### config.mk
export PLATFORM = sky130hd
export DESIGN_NAME = ex_mem_reg_flat
export DESIGN_NICKNAME = d
export VERILOG_FILES = /design/src/rtl/ex_mem_if.sv /design/src/rtl/ex_mem_reg.sv /design/src/flat_wrapper.sv
export SDC_FILE = /design/constraint.sdc
export NUM_CORES = 1
export LEC_CHECK = 0
export CAP_MARGIN = 20
export CORE_MARGIN = 2
export CORE_UTILIZATION = 30
export CTS_BUF_LIST = sky130_fd_sc_hd__clkbuf_4 sky130_fd_sc_hd__clkbuf_8 sky130_fd_sc_hd__clkbuf_16
export CTS_CLUSTER_DIAMETER = 40
export DETAILED_ROUTE_END_ITERATION = 12
export GPL_ROUTABILITY_DRIVEN = 0
export GPL_TIMING_DRIVEN = 0
export PLACE_DENSITY = 0.61
export SYNTH_ARGS = -nofsm -noshare
export SYNTH_HDL_FRONTEND = slang
export SYNTH_SLANG_ARGS = --single-unit
### constraint.sdc
create_clock -name clk -period 3.9 [get_ports clk]
set_input_delay 1.17 -clock clk [delete_from_list [all_inputs] [get_ports clk]]
set_output_delay 1.17 -clock clk [all_outputs]
set_load 0.05 [all_outputs]
### src/rtl/ex_mem_if.sv
// EX/MEM pipeline bus: EX-side inputs and control, registered MEM-side outputs.
// Latency: n/a (signal bundle only).
// Backpressure: stall/flush travel from master to the pipeline register.
// Ports: master drives ex_*, stall, flush and reads mem_*, halt_seen;
//        slave (the pipeline register) does the reverse.
// Optional: EXMEM_PERF_EN adds bubble_count (slave output).
interface ex_mem_if #(
  parameter int DATA_W = 16
);
  logic              stall;
  logic              flush;
  logic              ex_valid;
  logic [DATA_W-1:0] ex_alu_result;
  logic [DATA_W-1:0] ex_store_data;
  logic [3:0]        ex_write_register;
  logic [3:0]        ex_src_reg2;
  logic              ex_RegWrite;
  logic              ex_MemtoReg;
  logic              ex_MemWrite;
  logic              ex_MemRead;
  logic              ex_halt;

  logic              mem_valid;
  logic [DATA_W-1:0] mem_alu_result;
  logic [DATA_W-1:0] mem_store_data;
  logic [3:0]        mem_write_register;
  logic [3:0]        mem_src_reg2;
  logic              mem_RegWrite;
  logic              mem_MemtoReg;
  logic              mem_MemWrite;
  logic              mem_MemRead;
  logic              mem_halt;
  logic              halt_seen;
`ifdef EXMEM_PERF_EN
  logic [15:0]       bubble_count;
`endif

  modport master (
`ifdef EXMEM_PERF_EN
    input  bubble_count,
`endif
    output stall, flush, ex_valid, ex_alu_result, ex_store_data,
           ex_write_register, ex_src_reg2, ex_RegWrite, ex_MemtoReg,
           ex_MemWrite, ex_MemRead, ex_halt,
    input  mem_valid, mem_alu_result, mem_store_data, mem_write_register,
           mem_src_reg2, mem_RegWrite, mem_MemtoReg, mem_MemWrite,
           mem_MemRead, mem_halt, halt_seen
  );

  modport slave (
`ifdef EXMEM_PERF_EN
    output bubble_count,
`endif
    input  stall, flush, ex_valid, ex_alu_result, ex_store_data,
           ex_write_register, ex_src_reg2, ex_RegWrite, ex_MemtoReg,
           ex_MemWrite, ex_MemRead, ex_halt,
    output mem_valid, mem_alu_result, mem_store_data, mem_write_register,
           mem_src_reg2, mem_RegWrite, mem_MemtoReg, mem_MemWrite,
           mem_MemRead, mem_halt, halt_seen
  );
endinterface

### src/rtl/ex_mem_reg.sv
// EX/MEM pipeline register with flush-to-bubble and sticky halt detection.
// Latency: 1 cycle, all outputs straight from flops.
// Backpressure: stall holds everything; flush (wins over stall) inserts a bubble.
// Ports: clk, rst (async active-high), bus (ex_mem_if.slave).
// Optional: EXMEM_PERF_EN adds a saturating 16-bit bubble_count output.
module ex_mem_reg #(
  parameter int DATA_W = 16
) (
  input logic     clk,
  input logic     rst,
  ex_mem_if.slave bus
);

  typedef struct packed {
    logic reg_write;
    logic mem_to_reg;
    logic mem_write;
    logic mem_read;
    logic halt;
  } ctl_t;

  logic              valid_q, valid_d;
  ctl_t              ctl_q, ctl_d;
  logic [3:0]        wr_q, wr_d;
  logic [3:0]        src_q, src_d;
  logic [DATA_W-1:0] alu_q, alu_d;
  logic [DATA_W-1:0] sd_q, sd_d;
  logic              halt_seen_q, halt_seen_d;

  ctl_t ex_ctl;
  logic load;
  logic slot_valid;

  assign ex_ctl = '{reg_write:  bus.ex_RegWrite,
                    mem_to_reg: bus.ex_MemtoReg,
                    mem_write:  bus.ex_MemWrite,
                    mem_read:   bus.ex_MemRead,
                    halt:       bus.ex_halt};

  assign load = ~bus.flush & ~bus.stall;
  // Once a halt has retired into MEM, nothing behind it may do any work.
  assign slot_valid = bus.ex_valid & ~halt_seen_q;

  always_comb begin
    valid_d = valid_q;
    ctl_d   = ctl_q;
    wr_d    = wr_q;
    src_d   = src_q;
    alu_d   = alu_q;
    sd_d    = sd_q;
    if (bus.flush) begin
      // Bubble: kill control and IDs, leave the data fields alone.
      valid_d = 1'b0;
      ctl_d   = '0;
      wr_d    = '0;
      src_d   = '0;
    end else if (load) begin
      valid_d = slot_valid;
      ctl_d   = slot_valid ? ex_ctl : '0;
      wr_d    = bus.ex_write_register;
      src_d   = bus.ex_src_reg2;
      alu_d   = bus.ex_alu_result;
      sd_d    = bus.ex_store_data;
    end
  end

  // Only a load edge retires the halt currently sitting in MEM.
  assign halt_seen_d = halt_seen_q | (load & valid_q & ctl_q.halt);

  always_ff @(posedge clk or posedge rst) begin
    if (rst) begin
      valid_q     <= 1'b0;
      ctl_q       <= '0;
      wr_q        <= '0;
      src_q       <= '0;
      alu_q       <= '0;
      sd_q        <= '0;
      halt_seen_q <= 1'b0;
    end else begin
      valid_q     <= valid_d;
      ctl_q       <= ctl_d;
      wr_q        <= wr_d;
      src_q       <= src_d;
      alu_q       <= alu_d;
      sd_q        <= sd_d;
      halt_seen_q <= halt_seen_d;
    end
  end

`ifdef EXMEM_PERF_EN
  logic [15:0] bubble_q, bubble_d;
  logic        bubble_in;

  // A bubble enters on a flush or on a load of an invalid (or post-halt) slot.
  assign bubble_in = bus.flush | (load & ~slot_valid);
  assign bubble_d  = (bubble_in && bubble_q != 16'hFFFF) ? bubble_q + 16'd1 : bubble_q;

  always_ff @(posedge clk or posedge rst) begin
    if (rst) bubble_q <= '0;
    else     bubble_q <= bubble_d;
  end

  assign bus.bubble_count = bubble_q;
`endif

  assign bus.mem_valid          = valid_q;
  assign bus.mem_RegWrite       = ctl_q.reg_write;
  assign bus.mem_MemtoReg       = ctl_q.mem_to_reg;
  assign bus.mem_MemWrite       = ctl_q.mem_write;
  assign bus.mem_MemRead        = ctl_q.mem_read;
  assign bus.mem_halt           = ctl_q.halt;
  assign bus.mem_write_register = wr_q;
  assign bus.mem_src_reg2       = src_q;
  assign bus.mem_alu_result     = alu_q;
  assign bus.mem_store_data     = sd_q;
  assign bus.halt_seen          = halt_seen_q;

endmodule

### src/flat_wrapper.sv
// flat-port wrapper written by rule: the top's interface ports become plain ports
module ex_mem_reg_flat 
#(
  parameter int DATA_W = 16
)
  (clk, rst, bus_stall, bus_flush, bus_ex_valid, bus_ex_alu_result, bus_ex_store_data, bus_ex_write_register, bus_ex_src_reg2, bus_ex_RegWrite, bus_ex_MemtoReg, bus_ex_MemWrite, bus_ex_MemRead, bus_ex_halt, bus_mem_valid, bus_mem_alu_result, bus_mem_store_data, bus_mem_write_register, bus_mem_src_reg2, bus_mem_RegWrite, bus_mem_MemtoReg, bus_mem_MemWrite, bus_mem_MemRead, bus_mem_halt, bus_halt_seen);
  ex_mem_if #(.DATA_W(DATA_W)) bus_i ();
  input logic clk;
  input logic rst;
  input wire logic [$bits(bus_i.stall)-1:0] bus_stall;
  input wire logic [$bits(bus_i.flush)-1:0] bus_flush;
  input wire logic [$bits(bus_i.ex_valid)-1:0] bus_ex_valid;
  input wire logic [$bits(bus_i.ex_alu_result)-1:0] bus_ex_alu_result;
  input wire logic [$bits(bus_i.ex_store_data)-1:0] bus_ex_store_data;
  input wire logic [$bits(bus_i.ex_write_register)-1:0] bus_ex_write_register;
  input wire logic [$bits(bus_i.ex_src_reg2)-1:0] bus_ex_src_reg2;
  input wire logic [$bits(bus_i.ex_RegWrite)-1:0] bus_ex_RegWrite;
  input wire logic [$bits(bus_i.ex_MemtoReg)-1:0] bus_ex_MemtoReg;
  input wire logic [$bits(bus_i.ex_MemWrite)-1:0] bus_ex_MemWrite;
  input wire logic [$bits(bus_i.ex_MemRead)-1:0] bus_ex_MemRead;
  input wire logic [$bits(bus_i.ex_halt)-1:0] bus_ex_halt;
  output wire logic [$bits(bus_i.mem_valid)-1:0] bus_mem_valid;
  output wire logic [$bits(bus_i.mem_alu_result)-1:0] bus_mem_alu_result;
  output wire logic [$bits(bus_i.mem_store_data)-1:0] bus_mem_store_data;
  output wire logic [$bits(bus_i.mem_write_register)-1:0] bus_mem_write_register;
  output wire logic [$bits(bus_i.mem_src_reg2)-1:0] bus_mem_src_reg2;
  output wire logic [$bits(bus_i.mem_RegWrite)-1:0] bus_mem_RegWrite;
  output wire logic [$bits(bus_i.mem_MemtoReg)-1:0] bus_mem_MemtoReg;
  output wire logic [$bits(bus_i.mem_MemWrite)-1:0] bus_mem_MemWrite;
  output wire logic [$bits(bus_i.mem_MemRead)-1:0] bus_mem_MemRead;
  output wire logic [$bits(bus_i.mem_halt)-1:0] bus_mem_halt;
  output wire logic [$bits(bus_i.halt_seen)-1:0] bus_halt_seen;
  assign bus_i.stall = bus_stall;
  assign bus_i.flush = bus_flush;
  assign bus_i.ex_valid = bus_ex_valid;
  assign bus_i.ex_alu_result = bus_ex_alu_result;
  assign bus_i.ex_store_data = bus_ex_store_data;
  assign bus_i.ex_write_register = bus_ex_write_register;
  assign bus_i.ex_src_reg2 = bus_ex_src_reg2;
  assign bus_i.ex_RegWrite = bus_ex_RegWrite;
  assign bus_i.ex_MemtoReg = bus_ex_MemtoReg;
  assign bus_i.ex_MemWrite = bus_ex_MemWrite;
  assign bus_i.ex_MemRead = bus_ex_MemRead;
  assign bus_i.ex_halt = bus_ex_halt;
  assign bus_mem_valid = bus_i.mem_valid;
  assign bus_mem_alu_result = bus_i.mem_alu_result;
  assign bus_mem_store_data = bus_i.mem_store_data;
  assign bus_mem_write_register = bus_i.mem_write_register;
  assign bus_mem_src_reg2 = bus_i.mem_src_reg2;
  assign bus_mem_RegWrite = bus_i.mem_RegWrite;
  assign bus_mem_MemtoReg = bus_i.mem_MemtoReg;
  assign bus_mem_MemWrite = bus_i.mem_MemWrite;
  assign bus_mem_MemRead = bus_i.mem_MemRead;
  assign bus_mem_halt = bus_i.mem_halt;
  assign bus_halt_seen = bus_i.halt_seen;
  ex_mem_reg #(.DATA_W(DATA_W)) u_core (.clk(clk), .rst(rst), .bus(bus_i));
endmodule
==> metrics.yaml, run 1 <==
detailed_routing:
  totalWireLength_um: 4510
  avgRoutedWirePerCell_um: 14.8
  drtIter0Drc: 25
  drc: 0
  final_antenna_net_count: 0
  first_pass_iters: 4
  vias: 1332
  vias_per_cell: 4.38
power:
  worst_ir_drop_vdd_v: 0.000205
  power_density_nw_per_um2: 460
  power.leakage_uw: 0.00137
  swShare: 0.328
  combPwrFrac: 0.350
  p_sw_uw: 475
  p_seq_frac: 0.398
  pwr-share-clk: 0.252
  intPower_uw: 973
setup_path:
  crit_chain: "clkdlybuf4s50_1"
  setup.worst_path.start_class: "flop"
  arrival_ps: 1610
  crit_path_max_incr_delay_ps: 850
  crit_family: "buffers and inverters"
  critPathKind: "flop to output port"
  crit_fanout: 8
  critPathBufInv: 1
  critPathRequiredTime_ps: 2730
  cp-end-kind: "output port"
  cp_slowest_cell: "clkdlybuf4s50_1"
yosys:
  synth_edf_count: 0
  synth_area_um2: 1950
  synthFlopType: "dfrtp_1"
  synth_warnings: 0
  ys_seq_area_frac: 0.602
  yosysUniqueCellTypes: 15
  syn-num-nets: 172
  synthCells: 122
  ys_seq_elements: 47
  synth-async-reset-ratio: 1.00
  syn_area_per_cell_um2: 16.0
sta:
  setup_ws_ps: 1120
  fin_crit_sh: 0.713
  tightest_slew_ps: 531
  slew_headroom: 0.645
  fmax_ghz: 0.360
  final-setup-viol-count: 0
  timing.hold.ws_ps: 512
  tns_ps: 0
  finalCriticalPeriod_ps: 2780
  hold_violations: 0
  drv_slew: 0
  rsz0062_at_grt: "false"
  skew_ps: 3.76
die:
  ioPinCount: 97
  fp.dieH_um: 84.7
  start_util: 0.309
  num_rows: 29
  die_w_um: 84.7
  die_area_um2: 7170
  core_um2: 6310
layout:
  area_growth_pct: 61.2
  multiInputGateArea_um2: 717
  instances_no_fill: 304
  final-seq-area_um2: 1180
  mostFrequentLayoutCells: "clkdlybuf4s50_1, dfrtp_1, mux2_4"
  drive_above_1_share: 0.216
  finish.net_count: 276
  nFillCells: 579
  layout_commonest_cell: "clkdlybuf4s50_1"
  diodes: 0
placement:
  dp.cells: 296
  port_buffers: 96
  dp_slack_ps: 1220
  hpwl_um: 3330
min_path:
  hold_class: "flop to flop"
global_routing:
  antenna_found_initial: 0
  first_global_vias: 1448
  grt_pass1_wl_um: 7250
  grt-ovfl-total: 0
  grt_max_degree: 33
  grt_usage: 0.130
cts:
  htreeDepth: 2
  cts_root_buf: "clkbuf_8"
  cts_buffers: 5
  ctsHoldBuffers: 0
  cts.sinks: 47
  cts_resized: 0
  cts_tree: "built"
  clockBufferDepth: 2
  post_cts_buffers: 0
  clkTransAtPathRegs_ps: 80
  clk_latency_ps: 290
run_status:
  outcome: "finished, final reports clean"
run:
  maxCapViolations: 0
==> layout make-up <==
cell class                 instances  area share
timing repair buffer              97       0.312
tap                               77      0.0306
sequential                        47       0.374
buffer                             6      0.0179
multi-input combinational         68       0.228
inverter                           1     0.00119
clock buffer                       6      0.0262
clock inverter                     2      0.0111
==> layer usage <==
layer / global-route usage / share of wire / up-vias
li1: - / - / 631
met1: 0.160 / 0.42 / 639
met2: 0.210 / 0.49 / 51
met3: 0.0383 / 0.064 / 11
met4: 0.0563 / 0.029 / 0
met5: 0 / 0 / -
==> cell usage after synthesis, types with 3 or more instances <==
cell type / instances / area (um2)
mux2i_1: 8 / 80.1
dfrtp_1: 47 / 1180
mux2_4: 29 / 435
nand4bb_1: 5 / 56.3
buf_6: 4 / 45.0
a21oi_1: 6 / 30.0
nand2_1: 6 / 22.5
nor2_1: 8 / 30.0
mux2_2: 3 / 33.8
==> metrics by stage <==
stage | utilization | cell area [um2] | total power (uW)
floorplan | - | 1950 | 902
global placement | 0.477 | 3010 | 1090
detailed placement | 0.480 | 3030 | 1100
CTS | 0.499 | 3150 | 1470
global route | 0.499 | 3150 | 1510
finish | 0.499 | 3150 | 1450
==> power groups by stage <==
stage	registers [uW]	clock network, uW	logic (uW)
after detailed placement	586	0	510
final	577	365	506
after global routing	585	403	527
after global placement	584	0	506
after floorplan	789	0	112
after CTS	577	383	512
==> logic make-up after synthesis <==
kind of cell           after synthesis  synth area share
flip-flops                          47             0.602
multiplexers                        40             0.281
AND/OR/NAND/NOR                     21            0.0660
AO/OA/AOI/OAI                        7            0.0199
buffers and inverters                7            0.0307
==> flip-flops by register name, summed over array words and instances (netlist names) <==
name	count
u_core.bus.mem_store_data	16
u_core.bus.mem_RegWrite	1
u_core.bus.mem_MemRead	1
u_core.bus.mem_src_reg2	4
u_core.bus.mem_alu_result	16
u_core.bus.mem_valid	1
u_core.bus.mem_MemtoReg	1
u_core.bus.mem_MemWrite	1
u_core.bus.mem_halt	1
u_core.bus.mem_write_register	4
u_core.bus.halt_seen	1
==> path summary, 6_finish.rpt <==
kind                       depth (start not counted)                           end                          from  slack, ps
max                                                1                 bus_halt_seen          u_core.bus.halt_seen       1120
min                                                1  u_core.bus.mem_store_data[5]  u_core.bus.mem_store_data[5]        510
max reg2reg                                        2          u_core.bus.mem_valid          u_core.bus.halt_seen       2840
min reg2reg                                        1  u_core.bus.mem_store_data[5]  u_core.bus.mem_store_data[5]        510
max in group asynchronous                          3       u_core.bus.mem_MemWrite                           rst       2250
min in group asynchronous                          2  u_core.bus.mem_store_data[2]                           rst       1150
Note: power is estimated with default switching activity, not from simulation.
==> inputs of run 2 (changes only) <==
--- a/config.mk
+++ b/config.mk
@@ -13,7 +13,7 @@
 export DETAILED_ROUTE_END_ITERATION = 12
 export GPL_ROUTABILITY_DRIVEN = 0
 export GPL_TIMING_DRIVEN = 0
-export PLACE_DENSITY = 0.61
+export PLACE_DENSITY = 0.63
 export SYNTH_ARGS = -nofsm -noshare
 export SYNTH_HDL_FRONTEND = slang
 export SYNTH_SLANG_ARGS = --single-unit
==> constraint.sdc (replaced) <==
create_clock -name clk -period 2.41 [get_ports clk]
set_input_delay 0.723 -clock clk [delete_from_list [all_inputs] [get_ports clk]]
set_output_delay 0.723 -clock clk [all_outputs]
set_load 0.05 [all_outputs]
==> run 2 against run 1 <==
Effect of this change: final cell count unchanged; count of clock-buffer cells in the layout unchanged; global-route usage down 0.14 points; worst hold slack about the same; clock power up 39%; non-clock buffer count unchanged; cell area down 0.60%; largest power group unchanged.
==> metrics.yaml, run 2 (synthesized netlist as in run 1, its figures left out) <==
run_status:
  outcome: "finished, final reports clean"
sta:
  hold_violations: 0
  fmax_ghz: 0.432
  fin_crit_sh: 0.960
  tightest_slew_ps: 529
  setup_ws_ps: 95.4
  skew_ps: 0.901
  rsz0062_at_grt: "false"
  final-setup-viol-count: 0
  finalCriticalPeriod_ps: 2310
  slew_headroom: 0.646
  drv_slew: 0
  tns_ps: 0
min_path:
  holdPathStages: 1
  hold_start: "u_core.bus.mem_store_data[14]"
  hold_end: "u_core.bus.mem_store_data[14]"
  hold_class: "flop to flop"
cts:
  ctsHoldBuffers: 0
  clockBufferDepth: 2
  htreeDepth: 2
  cts_resized: 0
  cts_tree: "built"
  cts.sinks: 47
  post_cts_buffers: 0
  cts_buffers: 5
  clkTransAtPathRegs_ps: 90
  clk_latency_ps: 290
  cts_root_buf: "clkbuf_8"
setup_path:
  critPathBufInv: 1
  crit_path_max_incr_delay_ps: 840
  crit_family: "buffers and inverters"
  arrival_ps: 1590
  cp_slowest_cell: "clkdlybuf4s50_1"
  crit_fanout: 8
  reg2reg_to: "u_core.bus.mem_valid"
  critPathRequiredTime_ps: 1690
  crit_chain: "clkdlybuf4s50_1"
  cp-end-kind: "output port"
  cp.depth: 1
  setup.worst_path.start_class: "flop"
  r2r_start: "u_core.bus.halt_seen"
  worstRegToRegCells: 2
  critPathKind: "flop to output port"
  worst-r2r-setup-slack_ps: 1360
die:
  die_area_um2: 7170
  fp.dieH_um: 84.7
  ioPinCount: 97
  die_w_um: 84.7
  core_um2: 6310
  start_util: 0.309
  num_rows: 29
layout:
  nFillCells: 562
  finish.net_count: 276
  diodes: 0
  final_util: 0.496
  mostFrequentLayoutCells: "clkdlybuf4s50_1, dfrtp_1, mux2_4"
  layout_commonest_cell: "clkdlybuf4s50_1"
  drive_above_1_share: 0.216
  area_growth_pct: 60.2
detailed_routing:
  avgRoutedWirePerCell_um: 14.8
  totalWireLength_um: 4490
  drtIter0Drc: 24
  final_antenna_net_count: 0
  vias_per_cell: 4.39
  drc: 0
  first_pass_iters: 3
  vias: 1334
power:
  power.total_uw: 2260
  power.leakage_uw: 0.00136
  worst_ir_drop_vdd_v: 0.000333
  power_density_nw_per_um2: 722
placement:
  hpwl_um: 3340
  port_buffers: 96
  dp_slack_ps: 191
global_routing:
  grt_usage: 0.128
  grt_max_degree: 26
  antenna_found_initial: 0
  first_global_vias: 1391
  grt_pass1_wl_um: 7130
  grt-ovfl-total: 0
run:
  maxCapViolations: 0
[run 2: cell types whose count changed in the layout (fill, tap and decap cells not counted)]
cell        before  now
clkinv_2         1    0
clkinv_4         0    1
clkinvlp_4       0    1
bufinv_16        1    0
[run 2: worst reg2reg max path, cell delays in order, from the launching register on]
cell	delay [ps]
dfrtp_1	450
or3b_1	390
a21oi_1	140
[run 2: through the flow]
| stage | cells | area, um2 | hold slack [ps] |
|---|---|---|---|
| after floorplan | 122 | 1950 | 755 |
| after global placement | 295 | 3010 | 490 |
| after detailed placement | 296 | 3030 | 494 |
| after CTS | 304 | 3130 | 517 |
| after global routing | 304 | 3130 | 531 |
| final | 304 | 3130 | 511 |
[run 2: worst max path at each step]
stage                    startpoint                             to
2_1_floorplan                   rst           u_core.bus.halt_seen
6_report       u_core.bus.halt_seen                  bus_halt_seen
3_5_place_dp              bus_flush  u_core.bus.mem_alu_result[14]
3_3_place_gp                    rst   u_core.bus.mem_alu_result[1]
4_1_cts        u_core.bus.halt_seen                  bus_halt_seen
5_1_grt        u_core.bus.halt_seen                  bus_halt_seen
[run 2: cell type report]
cell class,count,area [um2],area share
plain buffers,6,56.3,0.0180
clock buffers,6,82.6,0.0264
clock inverters,2,16.3,0.00520
inverters,1,3.75,0.00120
multi-input cells,68,717,0.229
flip-flops and latches,47,1180,0.376
well taps,77,96.3,0.0308
repair buffers,97,981,0.313
[run 2: metal layers]
metal | part of all wire | track usage
met2 | 0.50 | 0.213
met1 | 0.43 | 0.165
met4 | 0.010 | 0.0390
met5 | 0 | 0
met3 | 0.057 | 0.0334
[run 2: power by group]
| part | internal, uW | total, uW | switching, uW | leakage (uW) |
|---|---|---|---|---|
| combinational | 358 | 820 | 463 | 0.000734 |
| clock | 235 | 507 | 272 | 0.0000474 |
| sequential | 881 | 932 | 51.7 | 0.000577 |
